<file path="config.mk">
export PLATFORM = sky130hd
export DESIGN_NAME = regfile_wb_arbiter
export DESIGN_NICKNAME = d
export VERILOG_FILES = /design/src/rtl/regfile_wb_arbiter_pkg.sv /design/src/rtl/regfile_wb_arbiter_rr.sv /design/src/rtl/regfile_wb_arbiter.sv
export SDC_FILE = /design/constraint.sdc
export NUM_CORES = 1
export LEC_CHECK = 0
export CAP_MARGIN = 40
export CORE_UTILIZATION = 53
export CTS_BUF_LIST = sky130_fd_sc_hd__clkbuf_4
export DETAILED_ROUTE_END_ITERATION = 10
export PLACE_DENSITY = 0.94
export REMOVE_ABC_BUFFERS = 1
export SETUP_SLACK_MARGIN = 0.5
export SYNTH_ARGS = -nofsm -noshare
export SYNTH_HDL_FRONTEND = slang
export SYNTH_SLANG_ARGS = --single-unit
</file>
<file path="constraint.sdc">
create_clock -name clk -period 6.4 [get_ports clk]
set_input_delay 1.28 -clock clk [delete_from_list [all_inputs] [get_ports clk]]
set_output_delay 1.28 -clock clk [all_outputs]
set_load 0.01 [all_outputs]
</file>
<file path="src/rtl/regfile_wb_arbiter_pkg.sv">
// Shared widths and the writeback slot record for the register-file writeback path.
// The writeback arbiter and its neighbours all import this package.
package regfile_wb_arbiter_pkg;

   localparam int XLEN         = 32;
   localparam int AW           = 5;
   localparam int NREQ_DEFAULT = 3;

   typedef struct packed {
      logic            valid;
      logic [AW-1:0]   addr;
      logic [XLEN-1:0] data;
   } wb_slot_t;

endpackage

</file>
<file path="src/rtl/regfile_wb_arbiter_rr.sv">
// Round-robin picker: the first set request at or after ptr_i, wrapping at N-1 -> 0.
// Produces a one-hot grant vector and the binary index of the winner.
module rr_arbiter #(
   parameter int N  = 3,
   parameter int IW = 2
) (
   input  logic [N-1:0]  req_i,
   input  logic [IW-1:0] ptr_i,
   output logic [N-1:0]  gnt_o,
   output logic [IW-1:0] idx_o,
   output logic          any_o
);

   always_comb begin
      int k;
      k     = 0;
      gnt_o = '0;
      idx_o = '0;
      any_o = 1'b0;
      for (int off = 0; off < N; off++) begin
         // ptr_i is always below N, so one subtraction is enough to wrap
         k = int'(ptr_i) + off;
         if (k >= N) k = k - N;
         if (!any_o && req_i[k]) begin
            any_o    = 1'b1;
            gnt_o[k] = 1'b1;
            idx_o    = IW'(k);
         end
      end
   end

endmodule

</file>
<file path="src/rtl/regfile_wb_arbiter.sv">
// Writeback arbiter: one holding slot per requester, drained one write per cycle
// into the register file write port in round-robin order.
module regfile_wb_arbiter
   import regfile_wb_arbiter_pkg::*;
#(
   parameter int NREQ = NREQ_DEFAULT,
   parameter int XLEN = regfile_wb_arbiter_pkg::XLEN,
   parameter int AW   = regfile_wb_arbiter_pkg::AW,
   localparam int IDW = (NREQ > 1) ? $clog2(NREQ) : 1
) (
   input  logic                      clk,
   input  logic                      reset,
   input  logic                      flush,
   input  logic [NREQ-1:0]           req_valid,
   output logic [NREQ-1:0]           req_ready,
   input  logic [NREQ-1:0][AW-1:0]   req_addr,
   input  logic [NREQ-1:0][XLEN-1:0] req_data,
   output logic                      we3,
   output logic [AW-1:0]             a3,
   output logic [XLEN-1:0]           wd3,
   output logic [(1<<AW)-1:0]        pending,
   output logic [IDW-1:0]            grant_id
);

   typedef struct packed {
      logic            valid;
      logic [AW-1:0]   addr;
      logic [XLEN-1:0] data;
   } slot_t;

   slot_t           slot_q [NREQ];
   slot_t           slot_d [NREQ];
   logic [IDW-1:0]  ptr_q, ptr_d;
   logic [NREQ-1:0] occ, gnt;
   logic [IDW-1:0]  gidx;
   logic            gany, wr_en;

   genvar gi;
   generate
      for (gi = 0; gi < NREQ; gi++) begin : g_slot
         assign occ[gi]       = slot_q[gi].valid;
         assign req_ready[gi] = !flush & (!slot_q[gi].valid | gnt[gi]);
      end
   endgenerate

   rr_arbiter #(.N(NREQ), .IW(IDW)) u_rr (
      .req_i (occ),
      .ptr_i (ptr_q),
      .gnt_o (gnt),
      .idx_o (gidx),
      .any_o (gany)
   );

   // Flush suppresses the write and leaves the pointer where it was
   assign wr_en    = gany & !flush;
   assign we3      = wr_en;
   assign a3       = wr_en ? slot_q[gidx].addr : '0;
   assign wd3      = wr_en ? slot_q[gidx].data : '0;
   assign grant_id = wr_en ? gidx : '0;

   always_comb begin
      for (int s = 0; s < NREQ; s++) begin
         slot_d[s] = slot_q[s];
         if (flush)
            slot_d[s].valid = 1'b0;
         else if (req_valid[s] && req_ready[s] && req_addr[s] != '0)
            slot_d[s] = '{valid: 1'b1, addr: req_addr[s], data: req_data[s]};
         else if (gnt[s])
            slot_d[s].valid = 1'b0;
      end
      if (wr_en)
         ptr_d = (gidx == IDW'(NREQ - 1)) ? '0 : gidx + 1'b1;
      else
         ptr_d = ptr_q;
   end

   always_comb begin
      pending = '0;
      for (int s = 0; s < NREQ; s++)
         if (slot_q[s].valid) pending[slot_q[s].addr] = 1'b1;
      pending[0] = 1'b0;
   end

   always_ff @(posedge clk or negedge reset) begin
      if (!reset) begin
         for (int s = 0; s < NREQ; s++) slot_q[s] <= '0;
         ptr_q <= '0;
      end else begin
         for (int s = 0; s < NREQ; s++) slot_q[s] <= slot_d[s];
         ptr_q <= ptr_d;
      end
   end

endmodule

</file>
# Word-level counts from Yosys, hierarchy flattened
# Cells that the tools add are included.
[totals] ff_bits=116 word_cells=127 rom_bits=0 input_bits=117 n_memories=0 latchBits=0 ram_bits=0
[classes] muxes=52 n_reduce_logical=29 magnitude_cmp=16 n_eq_ne=1 div=0 shift=0 n_bitwise=13 n_addsub=6 mul=0
[op_table] op="32-bit 2-to-1 mux" n=7
[op_table] op="32-bit by 1-bit >= comparator with 1-bit output (second input constant)" n=3
[op_table] op="32-bit by 4-bit < comparator with 1-bit output (second input constant)" n=3
[op_table] op="38-bit binary-select mux with 2-bit select" n=1
[op_table] op="37-bit 2-to-1 mux" n=2
[op_table] op="32-bit by 3-bit >= comparator with 1-bit output (second input constant)" n=2
[op_table] op="32-bit bitwise OR" n=2
[op_table] op="32-bit by 3-bit subtractor with 32-bit output (second input constant)" n=2
[op_table] op="1-bit 2-to-1 mux" n=24
[op_table] op="5-bit by 6-bit < comparator with 1-bit output (second input constant)" n=3
[op_table] op="1-bit demux with 5-bit select" n=3
[op_table] op="5-bit by 1-bit >= comparator with 1-bit output (second input constant)" n=3
[op_table] op="5-bit nonzero test" n=3
[op_table] op="1-bit logical AND" n=14
[op_table] op="2-bit 2-to-1 mux" n=5
[op_table] op="3-bit 2-to-1 mux" n=3
[op_table] op="3-bit nonzero test" n=3
[op_table] op="1-bit binary-select mux with 2-bit select" n=3
[op_table] op="1-bit demux with 2-bit select" n=3
[op_table] op="1-bit logical NOT" n=6
[op_table] op="3-bit bitwise OR" n=2
[op_table] op="2-bit AND reduction" n=3
[op_table] op="5-bit 2-to-1 mux" n=1
[op_table] op="1-bit AND" n=4
[op_table] op="10 further kinds" n=12

# Logic depth before layout (Yosys ltp)
[depth] depth_word=18 depth_mapped=11 depth_no_buf=8

# Modules after synthesis
# Synthesis repeated with hierarchy kept, for this count alone.
[unflattened] cells_unflattened=633 area_unflattened_um2=7049.3
[modules_own_cells] mod="regfile_wb_arbiter" n_inst=1 seq_area_each_um2=2902.8 cells_each=581 area_per_inst_um2=6667.6
[modules_own_cells] mod="rr_arbiter" n_inst=1 seq_area_each_um2=0.0 cells_each=52 area_per_inst_um2=381.6

# Worst setup path before layout
# Ideal clock, no wire load.
[synth_path] path_kind="register to output" startpoint="register ptr_q[0]" endpoint="output port wd3[10]" t_required_ps=5120 arrival_time_ps=2346 path_buffers=3 setup_slack_ps=2774 stages_incl_launch_ff=11 cell_sequence="dfrtp_1 -> inv_1 -> ha_1 -> buf_2 -> or3_1 -> a211oi_2 -> or2_2 -> buf_2 -> buf_4 -> a22oi_1 -> a21oi_1"
[synth_between] elab_chain_len=17 word_cells_on_any_way=36
[synth_lines] item="start, declared" line_no="regfile_wb_arbiter.sv:33" text="logic [IDW-1:0] ptr_q, ptr_d;"
[synth_lines] item="start signal, assigned" line_no="regfile_wb_arbiter.sv:90" text="ptr_q <= ptr_d;"
[synth_lines] item="branches (longest 16 deep; another with 32-bit by 3-bit subtractor with 32-bit output)"
[synth_lines] item="32-bit 2-to-1 mux (*)" line_no="regfile_wb_arbiter.sv:58" text="assign wd3 = wr_en ? slot_q[gidx].data : '0;"
[synth_lines] item="end, declared" line_no="regfile_wb_arbiter.sv:20" text="output logic [XLEN-1:0] wd3,"
# Every way passes the cells marked *. The select of a mux whose other input is x is not followed.

# Worst setup path in the final report
[layout_path] startpoint="register ptr_q[1]" endpoint="output port wd3[8]"
# The elaborated chain is that of the path after synthesis.

==> flow_summary.toml <==
[power]
power_frac_seq = 0.376
switching_share = 0.399
vdd.ir_drop.worst_mv = 0.238
comb_power_share = 0.478
internal_power_mw = 2.05
p_switching_mw = 1.36
power_leakage_nw = 3.54
power.density_nw_per_um2 = 402
p_clk_frac = 0.147

[sta]
finalClockSkew_ns = 0.0159
relSlewSlack = 0.336
setup_violations = 0
setup_tns_ns = 0
period_needed_ns = 5.40
fmax_mhz = 185
fin_crit_sh = 0.843
worst_pin_slew_ns = 0.993
fin_hold_ws_ns = 0.498
setup_ws_ns = 1.00
rsz0062_at_grt = "no"
drv_slew = 0
final_hold_viol_count = 0

[synthesis]
synth_area_leaders = "dfrtp_1 (46%), mux2_2 (10%), mux2_1 (8.5%)"
synth_top_cell_area_share = 0.464
post_synth.cell_area_avg_um2 = 10.5
synth_largest_area_cell = "dfrtp_1"
synth-edff-count = 0
synthMostInstantiatedCell = "dfrtp_1"
yosys_register_bits = 116
synth.yosys.warnings = 0
async_flop_share = 1.00
syn_area_um2 = 6250
ys_types = 47
seq_area_frac_synth = 0.464
synthCells = 596
synth_ff_type = "dfrtp_1"
yosys-top-cells-count = "dfrtp_1 (116), nand2_1 (103), a22oi_1 (65)"

[finish]
area_delta_synth_final_pct = 35.4
final_util = 0.738
nFillCells = 701
fin_nets = 893
drive_gt1_frac = 0.139
antenna_cells = 0

[place]
io_buffers = 190
pre_cts_slack_ns = 1.60
gp_congestion = 0.932
hpwl_um = 13400

[floorplan]
initial_core_util = 0.545
die_h_um = 111
num_rows = 39
core_um2 = 11500
die_w_um = 111
die_area_um2 = 12200
io_pins = 192

[clocking]
cts-root-buf = "clkbuf_4"
clk_pin_slew_ns = 0.11
clock_path_buffers = 2
cts_buffers = 17
clk_latency_ns = 0.51
postCtsSetupBuffers = 0
cts_resized = 0
cts_tree = "done"
numClockSinks = 116
h-tree-depth = 4
cts_hold_buf = 0

[setup_path]
r2r_end = "slot_q[59]"
cp_max_fo = 38
worst-r2r-cell-count = 8
crit_type = "flip-flop to primary output"
r2r-start = "ptr_q[0]"
worstSetupEndpointType = "primary output"
critPathRequiredTime_ns = 5.12
ff2ff_setup_slack_ns = 3.01
worst_ep_arrival_time_ns = 4.12
crit_path_start_kind = "flip-flop"

[routing]
drc = 0
ant_nets = 0
wl_per_cell_um = 20.3
viasPerCell = 6.09
drt_iter0_markers = 497
vias = 5650
drtPass1Iterations = 6
finalWirelength_um = 18800

[worst_hold_path]
hold_path_class = "flip-flop to flip-flop"
min_to = "slot_q[100]"
hold_depth = 1
min_from = "slot_q[100]"

[flow_run]
cap_viol_max_count = 0

[outcome]
status = "completed"

[global_route]
grt_antenna_before_repair = 0
grt_pass1_wl_um = 30100
grt_pass1_vias = 5952
grt_max_degree = 68
overflow = 0
track_usage = 0.313
-- placed cells by master, fill, tap and decap left out, types with 2 or more instances in the layout --
| cell | instances |
|---|---|
| a211oi_2 | 2 |
| bufinv_16 | 2 |
| or4_1 | 3 |
| clkbuf_4 | 18 |
| nand2_1 | 103 |
| nor3b_1 | 13 |
| nor2b_1 | 5 |
| clkinv_2 | 6 |
| mux2_1 | 47 |
| a22o_1 | 5 |
| buf_2 | 2 |
| a21oi_1 | 43 |
| nor3_4 | 2 |
| buf_4 | 8 |
| ha_1 | 4 |
| and3b_1 | 2 |
| a22oi_1 | 65 |
| o21ai_0 | 6 |
| inv_1 | 14 |
| nor2_1 | 13 |
| mux2_2 | 58 |
| dfrtp_1 | 116 |
| mux2i_1 | 4 |
| a222oi_1 | 3 |
| nand2b_1 | 3 |
| a21o_1 | 3 |
| o32ai_1 | 2 |
| clkdlybuf4s50_1 | 189 |
| and2_1 | 2 |
| and3_1 | 9 |
| nor3_1 | 8 |
| clkinv_1 | 3 |
-- cell type report --
class | count | area (um^2) | area share
timing repair buffer | 200 | 1990 | 0.235
inverter | 14 | 52.6 | 0.00621
clock inverter | 13 | 118 | 0.0139
multi-input combinational | 423 | 3090 | 0.365
clock buffer | 18 | 135 | 0.0160
tap | 143 | 179 | 0.0211
sequential | 116 | 2900 | 0.343
-- how the worst max path moves through the flow --
stage / start / endpoint / slack (ns) / depth (start not counted)
2_1_floorplan: ptr_q[0] / slot_q[38] / 1.65 / 7
3_3_place_gp: flush / grant_id[0] / 1.67 / 5
3_5_place_dp: ptr_q[1] / a3[1] / 1.60 / 10
4_1_cts: ptr_q[1] / wd3[8] / 1.02 / 10
5_1_grt: ptr_q[1] / a3[1] / 0.76 / 10
6_report: ptr_q[1] / wd3[8] / 1.00 / 10
-- layer usage --
| metal | vias up | part of all wire | GRT usage |
|---|---|---|---|
| li1 | 2501 | - | - |
| met1 | 2742 | 0.37 | 0.364 |
| met2 | 357 | 0.50 | 0.531 |
| met3 | 50 | 0.10 | 0.0950 |
| met4 | 0 | 0.031 | 0.139 |
| met5 | - | 0 | 0 |
-- stage by stage --
stage	power, mW	cells	instance area (um^2)
detailed placement	2.88	896	8210
CTS	3.39	927	8460
global route	3.59	927	8460
floorplan	2.14	553	6010
global placement	2.77	892	8170
finish	3.41	927	8460
-- sequential cells by signal, indices dropped and copies added, names as in the netlist --
name    cells
occ         3
slot_q    111
ptr_q       2
-- power groups by stage --
stage	clock, mW	sequential [mW]	combinational [mW]
4_1_cts	0.504	1.27	1.62
3_5_place_dp	0	1.28	1.60
3_3_place_gp	0	1.25	1.52
5_1_grt	0.536	1.31	1.74
6_report	0.499	1.28	1.63
2_1_floorplan	0	1.18	0.955
-- cell families after synthesis --
logic type / share of synthesized area
and+or+nand+nor: 0.131
adders and majority gates: 0.00801
AOI/OAI and AO/OA: 0.154
other: 0.000600
DFF: 0.464
muxes: 0.196
buffers and inverters: 0.0464
-- worst max-delay path, cell delays in order, from the launching register on --
cell	delay, ns
dfrtp_1	0.43
inv_1	0.09
ha_1	0.35
nor2b_1	0.27
a2bb2oi_2	0.11
o221a_2	0.60
nor3_4	0.57
buf_4	0.32
nand2_1	0.09
a21oi_1	0.21
clkdlybuf4s50_1	0.57
Power figures use the tool's default switching activity.
